### config.mk
export PLATFORM = sky130hd
export DESIGN_NAME = instr_encode
export DESIGN_NICKNAME = d
export VERILOG_FILES = /design/src/rtl/rv32i_pkg.sv /design/src/rtl/instr_imm_check.sv /design/src/rtl/instr_encode.sv
export SDC_FILE = /design/constraint.sdc
export NUM_CORES = 1
export LEC_CHECK = 0
export CAP_MARGIN = 20
export CELL_PAD_IN_SITES_DETAIL_PLACEMENT = 2
export CELL_PAD_IN_SITES_GLOBAL_PLACEMENT = 2
export CORE_MARGIN = 2
export CORE_UTILIZATION = 30
export CTS_BUF_LIST = sky130_fd_sc_hd__clkbuf_4 sky130_fd_sc_hd__clkbuf_8
export DETAILED_ROUTE_END_ITERATION = 8
export GPL_TIMING_DRIVEN = 1
export PLACE_DENSITY_LB_ADDON = 0.1
export REMOVE_ABC_BUFFERS = 1
export SETUP_SLACK_MARGIN = 0.02
export SYNTH_ARGS = -nofsm -noshare
export SYNTH_HDL_FRONTEND = slang
export SYNTH_HIERARCHICAL = 1
export SYNTH_SLANG_ARGS = --single-unit
### constraint.sdc
create_clock -name clk -period 2.3 [get_ports clk]
set_input_delay 0.575 -clock clk [delete_from_list [all_inputs] [get_ports clk]]
set_output_delay 0.575 -clock clk [all_outputs]
set_load 0.05 [all_outputs]
### src/rtl/rv32i_pkg.sv
// RV32I encoder shared definitions.
// Op classes, opcodes, error codes, SYSTEM selectors and field packers.
package rv32i_pkg;

    typedef enum logic [3:0] {
        OP_LUI    = 4'd0,
        OP_AUIPC  = 4'd1,
        OP_JAL    = 4'd2,
        OP_JALR   = 4'd3,
        OP_BRANCH = 4'd4,
        OP_LOAD   = 4'd5,
        OP_STORE  = 4'd6,
        OP_OPIMM  = 4'd7,
        OP_OP     = 4'd8,
        OP_CSR    = 4'd9,
        OP_SYSTEM = 4'd10,
        OP_LI     = 4'd11
    } op_e;

    typedef enum logic [1:0] {
        ERR_NONE  = 2'b00,
        ERR_F3    = 2'b01,
        ERR_RANGE = 2'b10,
        ERR_ALIGN = 2'b11
    } err_e;

    localparam logic [6:0] OPC_LUI    = 7'b0110111;
    localparam logic [6:0] OPC_AUIPC  = 7'b0010111;
    localparam logic [6:0] OPC_JAL    = 7'b1101111;
    localparam logic [6:0] OPC_JALR   = 7'b1100111;
    localparam logic [6:0] OPC_BRANCH = 7'b1100011;
    localparam logic [6:0] OPC_LOAD   = 7'b0000011;
    localparam logic [6:0] OPC_STORE  = 7'b0100011;
    localparam logic [6:0] OPC_OPIMM  = 7'b0010011;
    localparam logic [6:0] OPC_OP     = 7'b0110011;
    localparam logic [6:0] OPC_SYSTEM = 7'b1110011;

    localparam logic [31:0] SYS_ECALL  = 32'd0;
    localparam logic [31:0] SYS_EBREAK = 32'd1;
    localparam logic [31:0] SYS_MRET   = 32'd2;
    localparam logic [31:0] SYS_SRET   = 32'd3;
    localparam logic [31:0] SYS_WFI    = 32'd4;

    localparam logic [31:0] INSTR_ECALL  = 32'h00000073;
    localparam logic [31:0] INSTR_EBREAK = 32'h00100073;
    localparam logic [31:0] INSTR_MRET   = 32'h30200073;
    localparam logic [31:0] INSTR_SRET   = 32'h10200073;
    localparam logic [31:0] INSTR_WFI    = 32'h10500073;
    localparam logic [31:0] INSTR_NOP    = 32'h00000013;

    // True when the 32-bit value is representable as signed 12-bit.
    function automatic logic fits_s12(input logic [31:0] v);
        return (&v[31:11]) || (~|v[31:11]);
    endfunction

    function automatic logic [31:0] enc_i(
        input logic [11:0] imm,
        input logic [4:0]  rs1,
        input logic [2:0]  f3,
        input logic [4:0]  rd,
        input logic [6:0]  opc
    );
        return {imm, rs1, f3, rd, opc};
    endfunction

    function automatic logic [31:0] enc_u(
        input logic [19:0] imm,
        input logic [4:0]  rd,
        input logic [6:0]  opc
    );
        return {imm, rd, opc};
    endfunction

endpackage

### src/rtl/instr_imm_check.sv
// Immediate range and alignment checks per op class.
// Purely combinational; the encoder decides error priority.
module instr_imm_check
    import rv32i_pkg::*;
(
    input  logic [3:0]  i_op,
    input  logic [2:0]  i_funct3,
    input  logic [31:0] i_imm,
    output logic        o_misalign,
    output logic        o_range
);

    op_e  w_op;
    logic w_fits12;
    logic w_fits13;
    logic w_fits21;
    logic w_shift;

    assign w_op     = op_e'(i_op);
    assign w_fits12 = fits_s12(i_imm);
    assign w_fits13 = (&i_imm[31:12]) || (~|i_imm[31:12]);
    assign w_fits21 = (&i_imm[31:20]) || (~|i_imm[31:20]);
    assign w_shift  = (i_funct3 == 3'b001) || (i_funct3 == 3'b101);

    // Per-class legality of the immediate operand.
    always_comb begin
        o_misalign = 1'b0;
        o_range    = 1'b0;
        unique case (w_op)
            OP_LUI, OP_AUIPC: o_range = |i_imm[11:0];
            OP_JAL: begin
                o_misalign = i_imm[0];
                o_range    = !w_fits21;
            end
            OP_BRANCH: begin
                o_misalign = i_imm[0];
                o_range    = !w_fits13;
            end
            OP_JALR, OP_LOAD, OP_STORE: o_range = !w_fits12;
            OP_OPIMM: begin
                if (w_shift) o_range = |i_imm[31:5];
                else         o_range = !w_fits12;
            end
            OP_CSR: o_range = |i_imm[31:12];
            default: begin
                o_misalign = 1'b0;
                o_range    = 1'b0;
            end
        endcase
    end

endmodule

### src/rtl/instr_encode.sv
// RV32I instruction encoder with LI pseudo-op expansion.
// One registered output stage, valid/ready on both sides.
module instr_encode
    import rv32i_pkg::*;
(
    input  logic        clk,
    input  logic        rst_n,
    input  logic        req_valid,
    output logic        req_ready,
    input  logic [3:0]  req_op,
    input  logic [2:0]  req_funct3,
    input  logic        req_alt,
    input  logic [4:0]  req_rd,
    input  logic [4:0]  req_rs1,
    input  logic [4:0]  req_rs2,
    input  logic [31:0] req_imm,
    output logic        instr_valid,
    input  logic        instr_ready,
    output logic [31:0] instr,
    output logic        err_valid,
    output logic [1:0]  err_code
);

    typedef enum logic {S_IDLE, S_EMIT2} state_e;

    state_e      r_state;
    state_e      w_state_nxt;
    logic        r_instr_valid;
    logic [31:0] r_instr;
    logic [31:0] r_second;
    logic        r_err_valid;
    err_e        r_err_code;

    op_e         w_op;
    logic        w_accept;
    logic        w_hs;
    logic        w_load2;
    logic        w_misalign;
    logic        w_range;
    logic [31:0] w_enc;
    logic [31:0] w_second;
    logic        w_two;
    err_e        w_code;
    logic [19:0] w_li_hi;
    logic        w_shift;

    assign w_op     = op_e'(req_op);
    assign w_hs     = r_instr_valid && instr_ready;
    assign w_accept = req_valid && req_ready;
    assign w_shift  = (req_funct3 == 3'b001) || (req_funct3 == 3'b101);
    // (imm + 0x800) >> 12 without an unused low sum
    assign w_li_hi  = req_imm[31:12] + {19'd0, req_imm[11]};

    assign req_ready = rst_n && r_state == S_IDLE
                     && (!r_instr_valid || instr_ready);

    assign instr_valid = r_instr_valid;
    assign instr       = r_instr;
    assign err_valid   = r_err_valid;
    assign err_code    = r_err_code;

    instr_imm_check u_imm_check (
        .i_op       (req_op),
        .i_funct3   (req_funct3),
        .i_imm      (req_imm),
        .o_misalign (w_misalign),
        .o_range    (w_range)
    );

    // Encode the request; funct3 errors beat alignment beat range.
    always_comb begin
        w_enc    = '0;
        w_second = '0;
        w_two    = 1'b0;
        w_code   = ERR_NONE;
        unique case (w_op)
            OP_LUI:   w_enc = enc_u(req_imm[31:12], req_rd, OPC_LUI);
            OP_AUIPC: w_enc = enc_u(req_imm[31:12], req_rd, OPC_AUIPC);
            OP_JAL: begin
                w_enc = {req_imm[20], req_imm[10:1], req_imm[11],
                         req_imm[19:12], req_rd, OPC_JAL};
            end
            OP_JALR: begin
                w_enc = enc_i(req_imm[11:0], req_rs1, 3'b000,
                              req_rd, OPC_JALR);
            end
            OP_BRANCH: begin
                if (req_funct3 == 3'b010 || req_funct3 == 3'b011)
                    w_code = ERR_F3;
                w_enc = {req_imm[12], req_imm[10:5], req_rs2, req_rs1,
                         req_funct3, req_imm[4:1], req_imm[11],
                         OPC_BRANCH};
            end
            OP_LOAD: begin
                if (req_funct3 == 3'b011 || req_funct3[2:1] == 2'b11)
                    w_code = ERR_F3;
                w_enc = enc_i(req_imm[11:0], req_rs1, req_funct3,
                              req_rd, OPC_LOAD);
            end
            OP_STORE: begin
                if (req_funct3 >= 3'b011)
                    w_code = ERR_F3;
                w_enc = {req_imm[11:5], req_rs2, req_rs1, req_funct3,
                         req_imm[4:0], OPC_STORE};
            end
            OP_OPIMM: begin
                if (req_alt && req_funct3 != 3'b101)
                    w_code = ERR_F3;
                if (w_shift)
                    w_enc = {1'b0, req_alt, 5'd0, req_imm[4:0], req_rs1,
                             req_funct3, req_rd, OPC_OPIMM};
                else
                    w_enc = enc_i(req_imm[11:0], req_rs1, req_funct3,
                                  req_rd, OPC_OPIMM);
            end
            OP_OP: begin
                if (req_alt && req_funct3 != 3'b000
                            && req_funct3 != 3'b101)
                    w_code = ERR_F3;
                w_enc = {1'b0, req_alt, 5'd0, req_rs2, req_rs1,
                         req_funct3, req_rd, OPC_OP};
            end
            OP_CSR: begin
                if (req_funct3[1:0] == 2'b00)
                    w_code = ERR_F3;
                w_enc = enc_i(req_imm[11:0], req_rs1, req_funct3,
                              req_rd, OPC_SYSTEM);
            end
            OP_SYSTEM: begin
                unique case (req_imm)
                    SYS_ECALL:  w_enc = INSTR_ECALL;
                    SYS_EBREAK: w_enc = INSTR_EBREAK;
                    SYS_MRET:   w_enc = INSTR_MRET;
                    SYS_SRET:   w_enc = INSTR_SRET;
                    SYS_WFI:    w_enc = INSTR_WFI;
                    default:    w_code = ERR_F3;
                endcase
            end
            OP_LI: begin
                if (fits_s12(req_imm)) begin
                    w_enc = enc_i(req_imm[11:0], 5'd0, 3'b000,
                                  req_rd, OPC_OPIMM);
                end else begin
                    w_enc    = enc_u(w_li_hi, req_rd, OPC_LUI);
                    w_second = enc_i(req_imm[11:0], req_rd, 3'b000,
                                     req_rd, OPC_OPIMM);
                    w_two    = |req_imm[11:0];
                end
            end
            default: w_code = ERR_F3;
        endcase
        if (w_code == ERR_NONE) begin
            if (w_misalign)   w_code = ERR_ALIGN;
            else if (w_range) w_code = ERR_RANGE;
        end
    end

    // State register for the LI two-beat expansion.
    always_ff @(posedge clk or negedge rst_n) begin
        if (!rst_n) r_state <= S_IDLE;
        else        r_state <= w_state_nxt;
    end

    // Next state and second-beat load strobe.
    always_comb begin
        w_state_nxt = r_state;
        w_load2     = 1'b0;
        unique case (r_state)
            S_IDLE: begin
                if (w_accept && w_code == ERR_NONE && w_two)
                    w_state_nxt = S_EMIT2;
            end
            S_EMIT2: begin
                if (w_hs) begin
                    w_state_nxt = S_IDLE;
                    w_load2     = 1'b1;
                end
            end
            default: w_state_nxt = S_IDLE;
        endcase
    end

    // Output register: load on accept or second beat, drop on handshake.
    always_ff @(posedge clk or negedge rst_n) begin
        if (!rst_n) begin
            r_instr_valid <= 1'b0;
            r_instr       <= INSTR_NOP;
            r_second      <= '0;
            r_err_valid   <= 1'b0;
            r_err_code    <= ERR_NONE;
        end else begin
            r_err_valid <= 1'b0;
            if (w_accept) begin
                if (w_code != ERR_NONE) begin
                    r_instr_valid <= 1'b0;
                    r_err_valid   <= 1'b1;
                    r_err_code    <= w_code;
                end else begin
                    r_instr_valid <= 1'b1;
                    r_instr       <= w_enc;
                    r_second      <= w_second;
                end
            end else if (w_load2) begin
                r_instr_valid <= 1'b1;
                r_instr       <= r_second;
            end else if (w_hs) begin
                r_instr_valid <= 1'b0;
            end
        end
    end

endmodule

==> impl_metrics.json, run 1 <==
{
  "dp_cells": 933,
  "layout_commonest_cell": "buf_4",
  "grt_first_pass_wirelength_um": 38200,
  "clkPwrFrac": 0.198,
  "p_leak_nw": 3.24,
  "tritoncts": "yes",
  "ff2ff_path_depth": 8,
  "end_kind": "register",
  "r2r-start": "r_state$_DFF_PN0_",
  "syn_area_per_cell_um2": 8.03,
  "final-setup-viol-count": 54,
  "start_util": 0.304,
  "ctsLongestPathBuffers": 2,
  "cts_num_sinks": 54,
  "place_hpwl_um": 18300,
  "netlist_area_um2": 4390,
  "fin_crit_ns": 2.99,
  "grt_pass1_vias": 6215,
  "grt_antenna_before_repair": 0,
  "clkLatencyLatePin_ns": 0.34,
  "fmax_mhz": 334,
  "ys_seq_elements": 54,
  "violations": "setup timing",
  "arrival_ns": 3.27,
  "p_sw_w": 0.00179,
  "fp.dieH_um": 125,
  "area_growth_pct": 71.2,
  "synth_edf_count": 0,
  "cpPeakStageDelay_ns": 0.31,
  "cp-start-kind": "input pin",
  "worst_clock_skew_ns": 0.00677,
  "die-area_um2": 15600,
  "rrSetupSlack_ns": -0.13,
  "nets": 852,
  "synthFlopType": "dfrtp_1",
  "synth-seq-area-share": 0.309,
  "hold_path.class": "in2async",
  "maxCapViolCount": 0,
  "grt_max_degree": 55,
  "worstPathCellList": "buf_6 > buf_4 > nand4_1 > nor3_2 > buf_4 > nand4_1 > o311ai_2 > nand4_1 > or2_4 > a311oi_4 > and3_4 > buf_12 > buf_6 > buf_16 > nand3_1 > nand2_1",
  "swShare": 0.424,
  "final_cells": 975,
  "wl_per_cell_um": 29.7,
  "path_buf_inv": 6,
  "seqPwrFrac": 0.296,
  "synth_top_cell_by_area": "dfrtp_1",
  "final_cell_mix": "158 x buf_4, 65 x nand2_1, 53 x clkdlybuf4s50_1, 52 x dfrtp_1",
  "nFillCells": 1545,
  "route.detailed.drc": 0,
  "viasPerCell": 6.15,
  "core_area_um2": 14400,
  "gp_congestion": 0.906,
  "cts_buffers": 5,
  "portBuffers": 95,
  "drive_above_1_share": 0.386,
  "vias": 5993,
  "maxSlewViolCount": 0,
  "hold_viol_final": 0,
  "synthTopCellsByArea": "dfrtp_1 30%, nand2_1 5.8%, nand3_1 5.0%",
  "ys_types": 70,
  "cts_hold_buffers": 0,
  "total_power_w": 0.00421,
  "clk_pin_slew_worst_paths_ns": 0.11,
  "p_comb_frac": 0.506,
  "synth_top_area_frac": 0.297,
  "ys.warnings.count": 6,
  "htree_levels": 2,
  "drtIter0Drc": 504,
  "vdd_drop_max_mv": 0.411,
  "cts-root-buf": "clkbuf_8",
  "cp_common_cell": "nand4_1",
  "ant_nets": 0,
  "tightestPinTransition_ns": 0.833,
  "track_usage": 0.318,
  "status": "finished with violations",
  "die_w_um": 125,
  "slew_headroom": 0.440,
  "async_reset_ff_frac": 1.00,
  "placementRows": 44,
  "setup_slack_ns": -0.690,
  "fin_util": 0.521,
  "rsz0062_at_grt": "yes",
  "period_share": 1.30,
  "r2r_end": "instr[7]$_DFFE_PN0P_",
  "drt_wl_total_um": 29000,
  "crit_family": "simple AND/OR/NAND/NOR gates",
  "slowest_stage": "or2_4",
  "path_max_fanout": 8,
  "p_int_w": 0.00243,
  "grt-ovfl-total": 0,
  "critPathRequiredTime_ns": 2.58,
  "antennaDiodeCount": 0,
  "worstSetupPathType": "in2reg",
  "synth_cells": 546,
  "p_per_area_nw_per_um2": 561,
  "boundaryPins": 96,
  "firstDrtPassIters": 5
}
worst reg2reg max path, cell delays in order, from the launching register on:
cell     delay, ns
dfrtp_1       0.43
nor2b_1       0.30
nand3_1       0.31
buf_4         0.27
a21oi_1       0.35
buf_4         0.22
o21ai_0       0.09
o21ai_0       0.21
mux2_4        0.19
registers in the layout, summed over array words and instances, names as in the netlist:
| register | flops |
|---|---|
| instr | 31 |
| r_second | 18 |
| err_code | 2 |
| err_valid | 1 |
| instr_valid | 1 |
| r_state | 1 |
power groups by stage:
stage / logic (W) / clock network, W / registers [W]
2_1_floorplan: 0.000400 / 0 / 0.00178
3_3_place_gp: 0.00182 / 0 / 0.00124
3_5_place_dp: 0.00188 / 0 / 0.00125
4_1_cts: 0.00200 / 0.000845 / 0.00124
5_1_grt: 0.00221 / 0.000874 / 0.00126
6_report: 0.00213 / 0.000835 / 0.00125
Yosys cell counts (12+ instances only):
cell / number
nand2_1: 68
dfrtp_1: 52
nand3_1: 44
nor2_1: 33
o21ai_0: 25
nand4_1: 20
clkbuf_1: 19
nor3_1: 19
a21oi_1: 18
a31oi_1: 14
nor4_1: 14
inv_1: 13
and3_1: 12
buf_2: 12
xnor2_1: 12
cell families after synthesis:
kind of cell / synth area share
xor+xnor: 0.0339
mux: 0.0491
compound gates: 0.234
buf+inv: 0.0590
simple gates: 0.306
flops: 0.309
fa+ha+maj: 0.00856
worst max path at each step:
stage / end / slack [ns] / startpoint / depth (start not counted)
floorplan: instr[15]$_DFFE_PN0P_ / -1.32 / req_imm[21] / 10
global placement: instr[16]$_DFFE_PN0P_ / -1.46 / req_imm[28] / 14
detailed placement: instr[15]$_DFFE_PN0P_ / -1.61 / req_imm[21] / 12
CTS: instr[16]$_DFFE_PN0P_ / -0.52 / req_imm[22] / 12
global route: instr[7]$_DFFE_PN0P_ / -0.72 / req_imm[31] / 13
finish: r_second[19]$_DFFE_PN0P_ / -0.69 / req_imm[28] / 16
stage by stage:
step           setup TNS [ns]  hold slack, ns  setup WS, ns  cell area (um^2)
2_1_floorplan          -49.96           0.279         -1.32              4180
3_3_place_gp           -70.57           0.449         -1.46              6540
3_5_place_dp           -78.30           0.466         -1.61              6540
4_1_cts                -21.74           0.425        -0.522              7230
5_1_grt                -33.20           0.469        -0.721              7510
6_report               -30.66           0.409        -0.690              7510
layout make-up:
type                    instances  area (um^2)  share of cell area
repair buffers                280         2560               0.340
flip-flops and latches         54         1350               0.180
well taps                     184          230              0.0307
inverters                      13         48.8             0.00650
multi-input cells             436         3180               0.423
clock inverters                 2         60.1             0.00800
clock buffers                   6         82.6              0.0110
routing by layer:
metal / vias to the layer above / wire length, um / track usage
met5: - / 0 / 0
met4: 0 / 1340 / 0.107
met3: 81 / 1350 / 0.0348
met2: 266 / 14600 / 0.551
met1: 3096 / 11600 / 0.415
li1: 2550 / - / -
timing repair:
action                     4_1_cts  5_1_grt
cloned                           4        1
buffers inserted                15       15
pin swaps                       48       11
resized for setup              205       47
setup endpoints to repair       54       55
Note: power is estimated with default switching activity, not from simulation.
==> run 2: changes to the inputs <==
--- a/config.mk
+++ b/config.mk
@@ -5,12 +5,12 @@
 export SDC_FILE = /design/constraint.sdc
 export NUM_CORES = 1
 export LEC_CHECK = 0
-export CAP_MARGIN = 20
 export CELL_PAD_IN_SITES_DETAIL_PLACEMENT = 2
 export CELL_PAD_IN_SITES_GLOBAL_PLACEMENT = 2
 export CORE_MARGIN = 2
 export CORE_UTILIZATION = 30
 export CTS_BUF_LIST = sky130_fd_sc_hd__clkbuf_4 sky130_fd_sc_hd__clkbuf_8
+export CTS_CLUSTER_SIZE = 14
 export DETAILED_ROUTE_END_ITERATION = 8
 export GPL_TIMING_DRIVEN = 1
 export PLACE_DENSITY_LB_ADDON = 0.1
==> results of run 2 <==
No change in the layout: final DEF, timing and power equal those of run 1.
